`src/rtl/padded_strip_writer.sv`:
```
`default_nettype none
// ============================================================================
// Module   : padded_strip_writer
// Purpose  : Streams one ROWS x IMG_W pixel strip into window memory as a
//            zero-bordered (IMG_W+2) x (ROWS+2) row-major image.
//            Optional STALL_COUNT_EN adds the stall_cnt output.
// Revision : 1.0 - initial release
// ============================================================================
module padded_strip_writer #(
    parameter int IMG_W  = 256,
    parameter int ROWS   = 32,
    parameter int ADDR_W = 14
) (
    input  logic              clk,
    input  logic              rst,
    input  logic              start,
    input  logic              in_valid,
    input  logic [7:0]        in_data,
    output logic              in_ready,
    output logic              mem_we,
    output logic [ADDR_W-1:0] mem_addr,
    output logic [7:0]        mem_wdata,
    output logic              busy,
`ifdef STALL_COUNT_EN
    output logic [15:0]       stall_cnt,
`endif
    output logic              done
);

    localparam int c_PW    = IMG_W + 2;
    localparam int c_COL_W = $clog2(c_PW);
    localparam int c_ROW_W = $clog2(ROWS + 2);

    localparam logic [c_COL_W-1:0] c_COL_LAST  = c_COL_W'(c_PW - 1);
    localparam logic [c_COL_W-1:0] c_COL_DLAST = c_COL_W'(IMG_W);
    localparam logic [c_ROW_W-1:0] c_ROW_LAST  = c_ROW_W'(ROWS);

    typedef enum logic [2:0] {
        ST_IDLE = 3'd0,
        ST_TOP  = 3'd1,
        ST_LPAD = 3'd2,
        ST_DATA = 3'd3,
        ST_RPAD = 3'd4,
        ST_BOT  = 3'd5
    } state_t;

    state_t              r_state;
    state_t              w_state_nxt;
    logic [c_COL_W-1:0]  r_col;
    logic [c_COL_W-1:0]  w_col_nxt;
    logic [c_ROW_W-1:0]  r_row;
    logic [c_ROW_W-1:0]  w_row_nxt;
    logic [ADDR_W-1:0]   r_addr;
    logic [ADDR_W-1:0]   w_waddr;
    logic [7:0]          w_wdata;
    logic                w_we;
    logic                w_last;
    logic                w_accept_start;

    assign in_ready = (r_state == ST_DATA);
    // The accepting edge itself issues the addr-0 pad write.
    assign w_waddr  = w_accept_start ? '0 : r_addr;

    always_comb begin
        w_state_nxt    = r_state;
        w_col_nxt      = r_col;
        w_row_nxt      = r_row;
        w_we           = 1'b0;
        w_wdata        = 8'h00;
        w_last         = 1'b0;
        w_accept_start = 1'b0;
        case (r_state)
            ST_IDLE: begin
                if (start) begin
                    w_accept_start = 1'b1;
                    w_we           = 1'b1;
                    w_col_nxt      = c_COL_W'(1);
                    w_row_nxt      = '0;
                    w_state_nxt    = ST_TOP;
                end
            end
            ST_TOP: begin
                w_we = 1'b1;
                if (r_col == c_COL_LAST) begin
                    w_col_nxt   = '0;
                    w_row_nxt   = r_row + c_ROW_W'(1);
                    w_state_nxt = ST_LPAD;
                end else begin
                    w_col_nxt = r_col + c_COL_W'(1);
                end
            end
            ST_LPAD: begin
                w_we        = 1'b1;
                w_col_nxt   = r_col + c_COL_W'(1);
                w_state_nxt = ST_DATA;
            end
            ST_DATA: begin
                if (in_valid) begin
                    w_we      = 1'b1;
                    w_wdata   = in_data;
                    w_col_nxt = r_col + c_COL_W'(1);
                    if (r_col == c_COL_DLAST) begin
                        w_state_nxt = ST_RPAD;
                    end
                end
            end
            ST_RPAD: begin
                w_we        = 1'b1;
                w_col_nxt   = '0;
                w_row_nxt   = r_row + c_ROW_W'(1);
                w_state_nxt = (r_row == c_ROW_LAST) ? ST_BOT : ST_LPAD;
            end
            ST_BOT: begin
                w_we = 1'b1;
                if (r_col == c_COL_LAST) begin
                    w_col_nxt   = '0;
                    w_last      = 1'b1;
                    w_state_nxt = ST_IDLE;
                end else begin
                    w_col_nxt = r_col + c_COL_W'(1);
                end
            end
            default: begin
                w_state_nxt = ST_IDLE;
            end
        endcase
    end

    always_ff @(posedge clk) begin
        if (rst) begin
            r_state   <= ST_IDLE;
            r_col     <= '0;
            r_row     <= '0;
            r_addr    <= '0;
            mem_we    <= 1'b0;
            mem_addr  <= '0;
            mem_wdata <= 8'h00;
            busy      <= 1'b0;
            done      <= 1'b0;
        end else begin
            r_state <= w_state_nxt;
            r_col   <= w_col_nxt;
            r_row   <= w_row_nxt;
            mem_we  <= w_we;
            done    <= w_last;
            busy    <= (w_state_nxt != ST_IDLE) || w_last;
            if (w_we) begin
                r_addr    <= w_waddr + ADDR_W'(1);
                mem_addr  <= w_waddr;
                mem_wdata <= w_wdata;
            end
        end
    end

`ifdef STALL_COUNT_EN
    always_ff @(posedge clk) begin
        if (rst || w_accept_start) begin
            stall_cnt <= 16'h0000;
        end else if ((r_state == ST_DATA) && !in_valid && (stall_cnt != 16'hFFFF)) begin
            stall_cnt <= stall_cnt + 16'd1;
        end
    end
`endif

endmodule
`default_nettype wire

```
`config.mk`:
```
export PLATFORM = sky130hd
export DESIGN_NAME = padded_strip_writer
export DESIGN_NICKNAME = d
export VERILOG_FILES = /design/src/rtl/padded_strip_writer.sv
export SDC_FILE = /design/constraint.sdc
export NUM_CORES = 1
export LEC_CHECK = 0
export ABC_AREA = 0
export ABC_CLOCK_PERIOD_IN_PS = 2500
export CAP_MARGIN = 5
export CORE_MARGIN = 2
export CORE_UTILIZATION = 50
export CTS_BUF_LIST = sky130_fd_sc_hd__clkbuf_8
export DETAILED_ROUTE_END_ITERATION = 6
export PLACE_DENSITY = 0.79
export SETUP_SLACK_MARGIN = 0.5
export SLEW_MARGIN = 20
export SYNTH_ARGS = -nofsm -noshare
export SYNTH_HDL_FRONTEND = slang
export SYNTH_SLANG_ARGS = --single-unit
```
`constraint.sdc`:
```
create_clock -name clk -period 2.5 [get_ports clk]
set_input_delay 0.25 -clock clk [delete_from_list [all_inputs] [get_ports clk]]
set_output_delay 0.25 -clock clk [all_outputs]
set_load 0.03 [all_outputs]
```
==> flow_summary.ini <==
[layout]
drive_above_1_share_pct = 10.9
area.growth.synth_to_final_pct = 26.0
n_antenna_cell = 0
fin_area_um2 = 3260
nNetsFinal = 362

[clocking]
tritoncts = done
clkSlewWorstSetupHoldPaths_ns = 0.07
clkSinkCount = 57
cts_inserted_buffers = 9
cts.path.max_buffers = 2
holdBufCountCts = 0
cts_root_buf = clkbuf_8
h-tree-depth = 3
insertion_delay_ns = 0.34

[power_and_ir_drop]
ir_drop_v = 0.000458
power_density_nw_per_um2 = 582
p_leak_uw = 0.00113

[die]
initial_core_util_pct = 51.3
boundaryPins = 38
die-area_um2 = 5760
die_x_um = 75.9
rows = 26
die_h_um = 75.9
core_region_area_um2 = 5040

[synth]
ys_top_cells_by_count = dfxtp_1, nand2_1, nor2_1
ys_warn_count = 0
ys_seq_area_share_pct = 44.1
syn_avg_cell_area_um2 = 8.62
yosys.area.top_type = dfxtp_1
synthesis.nets = 318
post_synth_num_cell_types = 42
async_reset_ff_share_pct = 0
netlist_area_um2 = 2590
synth_cells = 300
synthTopCellsByArea = dfxtp_1, xnor2_1, nand2_1
synth_seq_cells = 57
synth-edff-count = 0
synth_flop_cell = dfxtp_1
synth_top_area_share_pct = 44.1
yosys.cell_count.top_type = dfxtp_1

[min_path]
hold_path_class = flop to flop

[timing]
setup_viol = 0
post-route-min-period_ns = 1.84
finClkSkew_ns = 0.00950
fmax_ghz = 0.544
fin_crit_sh_pct = 73.5
rsz0062_at_grt = false
tns_ns = 0
maxSlewViolCount = 0
fin_hold_ws_ns = 0.450
finalHoldViolations = 0
fin_ws_ns = 0.662
slew_headroom_pct = 62.0
worst_pin_slew_ns = 0.567

[worst_setup_path]
slowest_stage = dfxtp_1
critPathLaunchType = flop
crit_family = flip-flops
critPathBufInv = 1
path_cells = nor2b_1, and2_1, dlygate4sd2_1
crit_path_max_incr_delay_ns = 0.45
crit_path_end_kind = output pin
worstPathArrival_ns = 1.59
setup.worst_path.class = flop to output pin
cp.required_ns = 2.25
cp_max_fo = 8

[drt]
route.detailed.drc = 0
drt_wl_total_mm = 5.44
drtIter0Drc = 135
via_per_inst = 5.31
routedWlPerCell_um = 13.0
drt_pass1_iterations = 4
postRouteAntennaNets = 0
vias = 2225

[placed_design]
placed_cell_area_um2 = 3060
routabilityCongestion = 0.854
post-place-ws_ns = 0.286
place_hpwl_mm = 3.83
portBuffers = 37

[global_route]
antenna_found_initial = 0
grt.overflow.total = 0
grt_usage_pct = 20.6
grt_pass1_wl_mm = 9.64
grt_pass1_vias = 2136
grt_max_degree = 19

[run_status]
status = finished clean

[job]
maxCapViolCount = 0
## flip-flops by register name, indices dropped and copies added (netlist names)
signal and cells:
mem_addr 14, r_addr 14, r_col 9, mem_wdata 8, r_row 6, r_state 3, busy 1, done 1
mem_we 1
## what timing repair did
item                                    4_1_cts  5_1_grt
pin swaps                                     0        1
gates resized for setup                       1        3
endpoints found under the setup margin        1       17
cloned                                        0        0
buffers inserted                              0        1
## power breakdown
group / internal (µW) / switching [µW]
Sequential: 920 / 9.93
Combinational: 59.7 / 89.9
Clock: 450 / 366
## tightest hold or removal path, stage by stage (launching register included)
cell and delay (ns):
dfxtp_1 0.31, nand2_1 0.05, a21oi_1 0.05
## per-stage QoR
stage | instances | total power, µW | utilization [%]
CTS | 418 | 1910 | 64.3
global placement | 402 | 1100 | 60.6
finish | 419 | 1900 | 64.6
detailed placement | 402 | 1100 | 60.6
global route | 419 | 1980 | 64.6
floorplan | 300 | 1040 | -
## kinds of logic after synthesis
| group | Yosys count | share of synthesized area (%) |
|---|---|---|
| AND/OR/NAND/NOR | 145 | 29.9 |
| flip-flops | 57 | 44.1 |
| AO/OA/AOI/OAI | 49 | 11.9 |
| XOR/XNOR | 23 | 7.79 |
| buffers and inverters | 20 | 3.43 |
| adder cells (fa/ha/maj) | 6 | 2.90 |
## layer usage
layer,up-vias,GRT usage (%),share of wire [%]
met1,1043,25.2,47
met2,37,33.4,48
met5,-,0,0
met3,10,6.90,3.7
li1,1135,-,-
met4,0,8.73,1.7
## final cells by class
| cell class | instances | area, µm² |
|---|---|---|
| clock inverter | 7 | 62.6 |
| clock buffer | 9 | 124 |
| multi-input combinational | 223 | 1370 |
| inverter | 5 | 18.8 |
| tap | 70 | 87.6 |
| sequential | 57 | 1140 |
| timing repair buffer | 48 | 452 |
| fill | 448 | 1780 |
## cell usage in the layout (no fill, tap or decap), types with 9 or more instances in the layout
| master | instances |
|---|---|
| clkbuf_8 | 9 |
| nand3_1 | 20 |
| a21oi_1 | 26 |
| nor2_1 | 35 |
| clkdlybuf4s50_1 | 36 |
| dfxtp_1 | 57 |
| xnor2_1 | 17 |
| buf_4 | 11 |
| nand2_1 | 35 |
## worst paths after layout
check                                         startpoint                  endpoint  slack, ns  cells after the start
worst min register to register  mem_addr[9]$_SDFFE_PP0P_  mem_addr[9]$_SDFFE_PP0P_       0.45                      2
worst max-delay path               r_state[1]$_SDFF_PP0_                  in_ready       0.66                      3
worst max register to register     r_state[1]$_SDFF_PP0_   r_addr[12]$_SDFFE_PP0P_       0.67                      7
worst min-delay path            mem_addr[9]$_SDFFE_PP0P_  mem_addr[9]$_SDFFE_PP0P_       0.45                      2
Note: power is estimated with default switching activity, not from simulation.
